`src/rtl/lsu_pkg.sv`:
```
// Shared encodings and lane helpers for the load/store unit.
package lsu_pkg;

   localparam int WORD_W = 32;
   localparam int LANE_W = 8;
   localparam logic [WORD_W-1:0] BYTE_MASK = 32'h0000_00FF;
   localparam logic [WORD_W-1:0] HALF_MASK = 32'h0000_FFFF;

   typedef enum logic [1:0] {
      SZ_BYTE = 2'b00,
      SZ_HALF = 2'b01,
      SZ_WORD = 2'b10,
      SZ_ILL  = 2'b11
   } size_e;

   typedef enum logic [2:0] {
      IDLE = 3'd0,
      RD   = 3'd1,
      WR   = 3'd2,
      ERR  = 3'd3,
      RESP = 3'd4
   } state_e;

   // Halfwords need an even byte offset, words a zero offset; size 11 never works.
   function automatic logic misaligned(input logic [1:0] size, input logic [1:0] off);
      logic bad;
      case (size)
         SZ_BYTE: bad = 1'b0;
         SZ_HALF: bad = off[0];
         SZ_WORD: bad = (off != 2'b00);
         default: bad = 1'b1;
      endcase
      return bad;
   endfunction

endpackage

```
`src/rtl/lsu_lane_align.sv`:
```
// Little-endian lane extraction (loads) and lane merge (sub-word stores).
module lsu_lane_align
   import lsu_pkg::*;
(
   input  logic [31:0] ld_word_i,
   input  logic [1:0]  offset_i,
   input  logic [1:0]  size_i,
   input  logic        signed_i,
   output logic [31:0] ld_data_o,
   input  logic [31:0] st_word_i,
   input  logic [31:0] st_data_i,
   output logic [31:0] st_word_o
);

   logic [4:0]  lane_sh;
   logic [31:0] ld_shifted;
   logic [31:0] lane_mask;

   assign lane_sh = {offset_i, 3'b000};

   // Shift the addressed lane down to bit 0 and sign/zero extend it.
   always_comb begin
      ld_shifted = ld_word_i >> lane_sh;
      ld_data_o  = ld_word_i;
      case (size_i)
         SZ_BYTE: ld_data_o = {{24{signed_i & ld_shifted[7]}},  ld_shifted[7:0]};
         SZ_HALF: ld_data_o = {{16{signed_i & ld_shifted[15]}}, ld_shifted[15:0]};
         default: ld_data_o = ld_word_i;
      endcase
   end

   // Replace only the addressed lane(s) of the old word with the store data.
   always_comb begin
      case (size_i)
         SZ_BYTE: lane_mask = BYTE_MASK << lane_sh;
         SZ_HALF: lane_mask = HALF_MASK << lane_sh;
         default: lane_mask = '1;
      endcase
      st_word_o = (st_word_i & ~lane_mask) | ((st_data_i << lane_sh) & lane_mask);
   end

endmodule

```
`src/rtl/load_store_unit.sv`:
```
// Byte-addressed load/store front end for a word-addressed data memory.
module load_store_unit
   import lsu_pkg::*;
#(
   parameter int ADDR_W = 7
)
(
   input  logic              Clk,
   input  logic              Rst,
   input  logic              ReqValid,
   output logic              ReqReady,
   input  logic              ReqWrite,
   input  logic [1:0]        ReqSize,
   input  logic              ReqSigned,
   input  logic [ADDR_W+1:0] ReqAddr,
   input  logic [31:0]       ReqWData,
   output logic              RespValid,
   output logic [31:0]       RespData,
   output logic              AlignErr,
   output logic [ADDR_W-1:0] MemAddress,
   output logic [31:0]       MemWriteData,
   output logic              MemRead,
   output logic              MemWrite,
   input  logic [31:0]       MemReadData
);

   state_e            state_q, state_d;
   logic              write_q;
   logic [1:0]        size_q;
   logic              signed_q;
   logic [1:0]        off_q;
   logic              err_q;
   logic [31:0]       wdata_q;
   logic [31:0]       word_q;
   logic [ADDR_W-1:0] memaddr_q;
   logic [31:0]       memwdata_q;

   logic              accept;
   logic              bad_req;
   logic [31:0]       ld_data;
   logic [31:0]       st_merged;

   assign bad_req      = misaligned(ReqSize, ReqAddr[1:0]);
   assign accept       = ReqValid && ReqReady;
   assign MemAddress   = memaddr_q;
   assign MemWriteData = memwdata_q;

   lsu_lane_align u_align (
      .ld_word_i (word_q),
      .offset_i  (off_q),
      .size_i    (size_q),
      .signed_i  (signed_q),
      .ld_data_o (ld_data),
      .st_word_i (MemReadData),
      .st_data_i (wdata_q),
      .st_word_o (st_merged)
   );

   // State register.
   always_ff @(posedge Clk or posedge Rst) begin
      if (Rst) state_q <= IDLE;
      else     state_q <= state_d;
   end

   // Request latch, memory address/data registers and captured read word.
   always_ff @(posedge Clk or posedge Rst) begin
      if (Rst) begin
         write_q    <= 1'b0;
         size_q     <= 2'b00;
         signed_q   <= 1'b0;
         off_q      <= 2'b00;
         err_q      <= 1'b0;
         wdata_q    <= '0;
         word_q     <= '0;
         memaddr_q  <= '0;
         memwdata_q <= '0;
      end else begin
         if (accept) begin
            write_q  <= ReqWrite;
            size_q   <= ReqSize;
            signed_q <= ReqSigned;
            off_q    <= ReqAddr[1:0];
            err_q    <= bad_req;
            wdata_q  <= ReqWData;
            // Errored requests never reach memory, so the bus keeps its old address.
            if (!bad_req) memaddr_q <= ReqAddr[ADDR_W+1:2];
            if (!bad_req && ReqWrite && (ReqSize == SZ_WORD)) memwdata_q <= ReqWData;
         end
         if (state_q == RD) begin
            word_q <= MemReadData;
            if (write_q) memwdata_q <= st_merged;
         end
      end
   end

   // Next-state and state-decoded outputs.
   always_comb begin
      state_d   = state_q;
      ReqReady  = 1'b0;
      MemRead   = 1'b0;
      MemWrite  = 1'b0;
      RespValid = 1'b0;
      AlignErr  = 1'b0;
      RespData  = '0;
      case (state_q)
         IDLE: begin
            ReqReady = 1'b1;
            if (ReqValid) begin
               if (bad_req)                     state_d = ERR;
               else if (!ReqWrite)              state_d = RD;
               else if (ReqSize == SZ_WORD)     state_d = WR;
               else                             state_d = RD;
            end
         end
         RD: begin
            MemRead = 1'b1;
            state_d = write_q ? WR : RESP;
         end
         WR: begin
            MemWrite = 1'b1;
            state_d  = RESP;
         end
         ERR: state_d = RESP;
         RESP: begin
            RespValid = 1'b1;
            AlignErr  = err_q;
            if (!write_q && !err_q) RespData = ld_data;
            state_d = IDLE;
         end
         default: state_d = IDLE;
      endcase
   end

endmodule

```
`config.mk`:
```
export PLATFORM = sky130hd
export DESIGN_NAME = load_store_unit
export DESIGN_NICKNAME = d
export VERILOG_FILES = /design/src/rtl/lsu_pkg.sv /design/src/rtl/lsu_lane_align.sv /design/src/rtl/load_store_unit.sv
export SDC_FILE = /design/constraint.sdc
export NUM_CORES = 1
export LEC_CHECK = 0
export BUFFER_PORTS_ARGS = -buffer_cell sky130_fd_sc_hd__buf_2
export CAP_MARGIN = 0
export CORE_MARGIN = 1
export CORE_UTILIZATION = 40
export CTS_BUF_LIST = sky130_fd_sc_hd__clkbuf_4
export CTS_CLUSTER_SIZE = 28
export DETAILED_ROUTE_END_ITERATION = 7
export SETUP_SLACK_MARGIN = 0.15
export SLEW_MARGIN = 20
export SYNTH_ARGS = -nofsm -noshare
export SYNTH_HDL_FRONTEND = slang
export SYNTH_SLANG_ARGS = --single-unit
```
`constraint.sdc`:
```
create_clock -name Clk -period 4.3 [get_ports Clk]
set_input_delay 0.215 -clock Clk [delete_from_list [all_inputs] [get_ports Clk]]
set_output_delay 0.215 -clock Clk [all_outputs]
set_load 0.02 [all_outputs]
```
# After elaboration in Yosys (flattened, before gate mapping)

Cells that the tools add are included.

Flip-flop bits (word level): 113
Bits in latches: 0
Memory bits (writable): 0
ROM bits: 0
Input port bits: 80
Output and inout port bits: 76
Logic and storage cells: 62
Memories kept: 0

Add/subtract/negate cells: 0
$mul: 0
Divide/modulo/power cells: 0
Magnitude comparators: 0
Eq/ne operators: 8
Shift operators: 4
Muxes and demuxes: 20
Bitwise operators: 7
Reduce and logical (&&, ||, !) cells: 13

Operator list:

| kind                                                                 | count |
|---|---|
| 32-bit 2-to-1 mux                                                    | 6 |
| 32-bit case mux with 2 select lines                                  | 2 |
| 32-bit bitwise AND                                                   | 2 |
| 32-bit NOT                                                           | 1 |
| 32-bit OR                                                            | 1 |
| 16-bit by 5-bit left shift with 32-bit output (first input constant) | 1 |
| 32-bit by 5-bit left shift with 32-bit output                        | 1 |
| 8-bit by 5-bit left shift with 32-bit output (first input constant)  | 1 |
| 32-bit by 5-bit >> shifter with 16-bit output                        | 1 |
| 3-bit case mux with 3 select lines                                   | 1 |
| 3-bit by 2-bit == test with 1-bit output (second input constant)     | 2 |
| 2-bit 2-to-1 mux                                                     | 3 |
| 3-bit 2-to-1 mux                                                     | 2 |
| 1-bit 2-to-1 mux                                                     | 5 |
| 2-bit by 1-bit == test with 1-bit output (second input constant)     | 2 |
| 1-bit logical AND                                                    | 4 |
| 2-bit logical NOT                                                    | 2 |
| 3-bit by 1-bit == test with 1-bit output (second input constant)     | 1 |
| 3-bit == test (second input constant)                                | 1 |
| 1-bit logical NOT                                                    | 3 |
| 3-bit logical NOT                                                    | 1 |
| 1-bit case mux with 3 select lines                                   | 1 |
| 1-bit bitwise AND                                                    | 2 |
| 2-bit == test (second input constant)                                | 1 |
| other kinds (5)                                                      | 5 |

# Logic depth before layout (Yosys ltp)

Gate-level depths: netlist of the first run.

Depth after elaboration: 9
Depth in mapped cells: 7
Mapped depth without buffers: 4

# Hierarchy

A second synthesis of the first run with hierarchy kept.

Cell total of the unflattened synthesis: 745
Area total of the unflattened synthesis: 6,427.4 sq um

By module, submodules not included:

| module          | instances | cells an instance | area each (sq um) | sequential area each (sq um) |
|---|---|---|---|---|
| load_store_unit | 1         | 481               | 4,765.8           | 2,827.7 |
| lsu_lane_align  | 1         | 264               | 1,661.6           | 0.0 |

# Least setup slack after synthesis of the first run

OpenSTA, ideal clock, no wires.

Path type: reg2out
From: reg state_q[1]
To: out RespData[21]
Arrival: 1.925 ns
Data required time: 4.085 ns
Slack: 2.160 ns
Stages on the path, launching flop included: 6
Buffers on the path: 1
Cells stage by stage: dfrtp_1 -> nor3b_4 -> nand2_2 -> a2111oi_4 -> buf_4 -> a21o_1

Cells in the longest elaborated chain, start to end: 2

RTL lines:

| item                     | RTL line               | RTL |
|---|---|---|
| start: declaration       | load_store_unit.sv:27  | `state_e state_q, state_d;` |
| start signal: assignment | load_store_unit.sv:62  | `else state_q <= state_d;` |
| 3-bit == test            | load_store_unit.sv:105 | `case (state_q)` |
| 32-bit 2-to-1 mux        | load_store_unit.sv:105 |  |
| end: declaration         | load_store_unit.sv:18  | `output logic [31:0] RespData,` |

No other way between the ends.

# Final worst setup path of the first run

From: reg off_q[1]
To: out RespData[23]

Cells in the longest elaborated chain, start to end: 5
Elaborated cells on any way between the ends: 6
Those cells by class: 1 x shift; 3 x mux; 2 x bitwise

RTL lines:

| item                                            | RTL line                                   | RTL |
|---|---|---|
| start: declaration                              | load_store_unit.sv:31                      | `logic [1:0] off_q;` |
| start signal: assignment                        | load_store_unit.sv:82                      | `off_q <= ReqAddr[1:0];` |
| 32-bit by 5-bit >> shifter with 16-bit output * | lsu_lane_align.sv:23                       | `ld_shifted = ld_word_i >> lane_sh;` |
| 1-bit bitwise AND, on equally long branches     | lsu_lane_align.sv:27, lsu_lane_align.sv:26 |  |
| 32-bit case mux with 2 select lines *           | lsu_lane_align.sv:25                       | `case (size_i)` |
| 32-bit 2-to-1 mux *                             | load_store_unit.sv:127                     | `if (!write_q && !err_q) RespData = ld_data;` |
| 32-bit 2-to-1 mux *                             | load_store_unit.sv:105                     |  |

Mark *: on every way between the ends. The rest lies on a longest branch, timed or not.

==> flow_metrics.env, run 1 <==
export IMPL_clock_sinks=113
export IMPL_hold_violations=0
export IMPL_yosysSeqAreaShare_pct=46.5
export IMPL_cts_htree_levels=4
export IMPL_cap_viol_max_count=0
export IMPL_nNetsFinal=929
export IMPL_worstPathCellList="buf_4 -> nand2b_1 -> a2bb2oi_1 -> a2111oi_4 -> a21o_1 -> buf_2"
export IMPL_cts_resized=0
export IMPL_register_area_um2=2830
export IMPL_dp_hpwl_mm=13.9
export IMPL_syn_cell_area_um2=6080
export IMPL_drt_wirelength_per_cell_um=19.1
export IMPL_n_antenna_cell=0
export IMPL_yosys_warnings=0
export IMPL_clock_latency_ns=0.53
export IMPL_ios=156
export IMPL_drt_total_wl_mm=20.0
export IMPL_synth_top_area_share_pct=46.5
export IMPL_setup_tns_ns=0
export IMPL_grt_usage_pct=26.3
export IMPL_grt_max_degree=79
export IMPL_syn_avg_cell_area_um2=9.61
export IMPL_gp_congestion=0.910
export IMPL_core_um2=14700
export IMPL_async_flop_share_pct=100
export IMPL_synth_cells=633
export IMPL_fin_crit_sh_pct=75.5
export IMPL_rsz0062_at_grt="false"
export IMPL_sw_frac_of_total_pct=45.3
export IMPL_critPathMaxFanout=18
export IMPL_synth_distinct_cells=45
export IMPL_die_w_um=125
export IMPL_multi_input_area_um2=3010
export IMPL_critical_path_arrival_ns=3.03
export IMPL_powerDensity_nw_per_um2=711
export IMPL_switchingPower_mw=2.60
export IMPL_worstPathRequired_ns=4.09
export IMPL_critical_path_max_stage_delay_ns=0.87
export IMPL_ir_drop_mv=0.304
export IMPL_drive_gt1_share_pct=29.8
export IMPL_fp_row_count=44
export IMPL_p_int_mw=3.13
export IMPL_drt_pass1_iter_count=7
export IMPL_grt_remaining_overflow=0
export IMPL_ys_ff_latch=113
export IMPL_die_area_um2=15700
export IMPL_ys_top_cells_by_area="dfrtp_1 (46%), nand2_1 (10%), mux2_2 (8.1%)"
export IMPL_ys_top_cells_by_count="nand2_1 (168), dfrtp_1 (113), mux2_2 (44)"
export IMPL_grt_pass1_wl_mm=31.5
export IMPL_clockBufferDepth=2
export IMPL_via_count=5827
export IMPL_cts_tree="built"
export IMPL_drv_slew=0
export IMPL_clk_pin_slew_worst_paths_ns=0.10
export IMPL_skew_ns=0.0121
export IMPL_violations="design-rule violations"
export IMPL_synth_top_area_cell="dfrtp_1"
export IMPL_hold_class="in -> reg"
export IMPL_vias_per_cell=5.57
export IMPL_power_frac_seq_pct=36.9
export IMPL_numCtsBuffers=17
export IMPL_finish_utilization_pct=54.8
export IMPL_ant_nets=0
export IMPL_fmax_mhz=308
export IMPL_start_util_pct=41.4
export IMPL_leakage_nw=4.02
export IMPL_ctsRootBufferMaster="clkbuf_4"
export IMPL_setup_violations=0
export IMPL_die_y_um=125
export IMPL_synth_edf_count=0
export IMPL_worstMarginPinSlew_ns=1.00
export IMPL_grt_pass1_vias=5710
export IMPL_dp_slack_ns=1.61
export IMPL_slew_headroom_pct=33.1
export IMPL_critical_path_class="reg -> out"
export IMPL_post_cts_buffers=0
export IMPL_holdWs_ns=0.414
export IMPL_synth_most_common_cell="nand2_1"
export IMPL_antenna_found_initial=0
export IMPL_ys_flop_type="dfrtp_1"
export IMPL_postLayoutSetupSlackWorst_ns=1.05
export IMPL_p_total_mw=5.73
export IMPL_end_kind="output port"
export IMPL_fillCellCount=1369
export IMPL_pwr_share_clk_pct=14.1
export IMPL_areaGrowthSynthToFinish_pct=32.5
export IMPL_ctsHoldBuffers=80
export IMPL_start_kind="register"
export IMPL_synth_fp_nets=713
export IMPL_drt_iter0_markers=554
export IMPL_slowest_stage="a2111oi_4"
export IMPL_status="complete, but fails checks"
export IMPL_period_needed_ns=3.25
export IMPL_pwr_share_comb_pct=49.1
export IMPL_drcViolationCount=10
export IMPL_io_buffers=155
==> state kept, by name, indices dropped and copies added (netlist names) <==
name	count
MemAddress	7
MemWriteData	32
err_q	1
off_q	2
signed_q	1
size_q	2
state_q	3
wdata_q	32
word_q	32
write_q	1
==> layout make-up <==
cell class / count / share of cell area [%]
multi-input combinational: 458 / 37.3
sequential: 113 / 35.1
timing repair buffer: 246 / 20.6
tap: 184 / 2.86
clock inverter: 14 / 1.82
clock buffer: 18 / 1.68
inverter: 13 / 0.636
==> through the flow <==
step,area [um2],instances
3_3_place_gp,6970,934
2_1_floorplan,6080,633
5_1_grt,8060,1046
4_1_cts,8050,1046
3_5_place_dp,6970,934
6_report,8060,1046
==> critical path: cells and delay by family, from the launching register on <==
| kind | cells | cell delay (ns) |
|---|---|---|
| AND/OR/NAND/NOR | 1 | 0.08 |
| buffers and inverters | 2 | 0.51 |
| flip-flops | 1 | 0.71 |
| AO/OA/AOI/OAI | 3 | 1.20 |
==> placed cells by master (no fill, tap or decap), types with 3 or more instances in the layout <==
| master | instances |
|---|---|
| clkinv_2 | 3 |
| o211ai_1 | 17 |
| clkbuf_4 | 18 |
| buf_2 | 155 |
| dlygate4sd3_1 | 80 |
| o221a_2 | 7 |
| nand3_1 | 23 |
| o311ai_0 | 5 |
| inv_1 | 12 |
| a31oi_1 | 5 |
| nor3b_1 | 9 |
| mux2_2 | 44 |
| a221oi_1 | 20 |
| and2_1 | 3 |
| buf_4 | 11 |
| clkinv_1 | 5 |
| o2bb2ai_1 | 8 |
| a21o_1 | 18 |
| clkinvlp_4 | 3 |
| bufinv_16 | 3 |
| nand2_1 | 167 |
| o21ai_0 | 12 |
| mux2i_1 | 43 |
| dfrtp_1 | 112 |
| nor2_1 | 17 |
| a21oi_1 | 19 |
| a22oi_1 | 15 |
==> path summary, 6_finish.rpt <==
| kind | slack [ns] | cells past startpoint | end | startpoint |
|---|---|---|---|---|
| setup / recovery | 1.05 | 6 | RespData[23] | off_q[1] |
| hold / removal | 0.41 | 4 | wdata_q[11] | ReqWData[11] |
| setup reg to reg | 1.74 | 6 | MemWriteData[19] | off_q[0] |
| hold reg to reg | 0.49 | 2 | wdata_q[27] | wdata_q[27] |
| max in group asynchronous | 2.74 | 4 | off_q[0] | Rst |
| min in group asynchronous | 0.44 | 3 | MemWriteData[9] | Rst |
==> power groups by stage <==
stage | Clock, mW | Sequential (mW) | Combinational [mW]
after floorplan | 0 | 2.09 | 1.87
after global placement | 0 | 2.11 | 2.66
after detailed placement | 0 | 2.12 | 2.74
after CTS | 0.823 | 2.10 | 2.80
after global routing | 0.869 | 2.17 | 3.07
final | 0.806 | 2.11 | 2.81
==> kinds of logic after synthesis <==
family | after synthesis | share of synthesized area [%]
simple gates | 234 | 16.8
compound gates | 137 | 17.2
mux | 87 | 15.2
buf+inv | 62 | 4.28
flops | 113 | 46.5
==> layer usage <==
layer	GRT usage (%)	routed length [um]	up-vias	part of all wire, %
met5	0	0	-	0
met4	9.33	318	0	1.6
met3	5.05	1170	22	5.8
met2	41.5	9500	218	48
met1	35.9	8980	2884	45
li1	-	-	2703	-
No activity file was read; power rests on OpenSTA's default activity.
==> run 2, diff against run 1 <==
- PLACE_DENSITY: default -> 0.65
- clock period: 4.3 -> 2.7 ns (I/O delays scaled with it)
==> flow_metrics.env, run 2 (synthesis gave the netlist of run 1 again) <==
export IMPL_drt_pass1_iter_count=8
export IMPL_numCtsBuffers=17
export IMPL_cts_tree="built"
export IMPL_drt_total_wl_mm=20.2
export IMPL_dp_hpwl_mm=13.8
export IMPL_nNetsFinal=951
export IMPL_n_antenna_cell=0
export IMPL_cp_startpoint="off_q[0]"
export IMPL_grt_pass1_wl_mm=31.4
export IMPL_fin_crit_sh_pct=95.4
export IMPL_leakage_nw=4.17
export IMPL_setup_violations=0
export IMPL_drive_gt1_share_pct=33.5
export IMPL_path_common_cell="buf_4"
export IMPL_r2r_cells=6
export IMPL_slew_headroom_pct=51.9
export IMPL_ir_drop_mv=0.444
export IMPL_grt_remaining_overflow=0
export IMPL_fmax_mhz=388
export IMPL_grt_use_met2_pct=42.2
export IMPL_layout_commonest_cell="nand2_1"
export IMPL_grt_pass1_vias=5798
export IMPL_areaGrowthSynthToFinish_pct=38.8
export IMPL_regToRegStartpoint="state_q[2]"
export IMPL_worstPathRequired_ns=2.57
export IMPL_setup_tns_ns=0
export IMPL_drt_wirelength_per_cell_um=18.9
export IMPL_cap_viol_max_count=0
export IMPL_critPathMaxFanout=8
export IMPL_mostFrequentLayoutCells="nand2_1 (167), buf_2 (155), dfrtp_1 (107)"
export IMPL_fp_row_count=44
export IMPL_drv_slew=0
export IMPL_grt_usage_pct=26.2
export IMPL_start_util_pct=41.4
export IMPL_slowest_stage="dfrtp_2"
export IMPL_use_met3_pct=5.56
export IMPL_critical_path_arrival_ns=2.44
export IMPL_vias_per_cell=5.52
export IMPL_drcViolationCount=10
export IMPL_antenna_found_initial=0
export IMPL_rsz0062_at_grt="true"
export IMPL_worstMarginPinSlew_ns=0.722
export IMPL_die_w_um=125
export IMPL_die_y_um=125
export IMPL_clock_latency_ns=0.54
export IMPL_cts_htree_levels=4
export IMPL_skew_ns=0.0141
export IMPL_gp_congestion=0.856
export IMPL_io_buffers=155
export IMPL_via_count=5897
export IMPL_p_total_mw=9.74
export IMPL_powerDensity_nw_per_um2=1150
export IMPL_hold_class="in -> async"
export IMPL_violations="design-rule violations"
export IMPL_clockBufferDepth=2
export IMPL_use_met1_pct=34.4
export IMPL_ios=156
export IMPL_hold_violations=0
export IMPL_end_kind="output port"
export IMPL_die_area_um2=15700
export IMPL_busiest_layer="met2"
export IMPL_period_needed_ns=2.58
export IMPL_status="complete, but fails checks"
export IMPL_ctsRootBufferMaster="clkbuf_4"
export IMPL_drt_iter0_markers=505
export IMPL_core_um2=14700
export IMPL_critical_path_max_stage_delay_ns=0.47
export IMPL_ant_nets=0
export IMPL_grt_max_degree=114
export IMPL_clk_pin_slew_worst_paths_ns=0.11
export IMPL_critical_path_class="reg -> out"
export IMPL_worstPathCellList="buf_4 -> mux2i_1 -> a2bb2oi_2 -> a2111oi_4 -> buf_4 -> clkbuf_16 -> a21o_1 -> buf_2"
export IMPL_start_kind="register"
export IMPL_clock_sinks=113
[run 2: stage by stage]
step | cell area (um2) | std cells | hold WS (ns) | setup slack (ns) | util, %
2_1_floorplan | 6090 | 633 | 0.238 | 0.640 | -
3_3_place_gp | 7030 | 940 | 0.344 | 0.465 | 47.8
3_5_place_dp | 7030 | 940 | 0.349 | 0.374 | 47.8
4_1_cts | 8280 | 1059 | 0.291 | 0.117 | 56.3
5_1_grt | 8440 | 1068 | 0.299 | 0.0389 | 57.4
6_report | 8440 | 1068 | 0.320 | 0.123 | 57.4
[run 2: final timing paths]
check                               end  slack, ns
hold reg to reg             wdata_q[31]       0.50
max in group asynchronous    state_q[1]       1.87
setup reg to reg               signed_q       0.48
min in group Clk            wdata_q[21]       0.33
hold / removal              wdata_q[10]       0.32
setup / recovery           RespData[20]       0.12
[run 2: power by group]
group          total [mW]  internal, mW  switching [mW]
Sequential           3.27          2.52           0.750
Clock                1.60         0.913           0.683
Combinational        4.87          2.04            2.83
Total                9.74          5.48            4.26
[run 2: what timing repair did]
action	in CTS	in global routing
buffers inserted	5	8
cloned	0	1
setup endpoints to repair	31	24
endpoints found under the hold margin	224	0
hold buffers	82	0
gates resized for setup	4	17
pin swaps	1	5
[run 2: final cells by class]
| class | instances | area (um2) |
|---|---|---|
| sequential | 113 | 2840 |
| clock buffer | 17 | 128 |
| multi-input combinational | 458 | 3080 |
| inverter | 13 | 52.6 |
| tap | 184 | 230 |
| clock inverter | 15 | 240 |
| fill | 1295 | 6260 |
| timing repair buffer | 268 | 1880 |
[run 2: worst max-delay path: cells and delay by family (launching register included)]
family,cells,cell delay (ns)
AOI/OAI and AO/OA,3,0.50
buffers and inverters,4,0.62
DFF,1,0.47
muxes,1,0.31
[run 2: metal layers]
layer	wire, um	vias to the layer above
met2	9710	236
met5	0	-
met4	559	0
met1	8620	2875
met3	1290	42
li1	-	2744
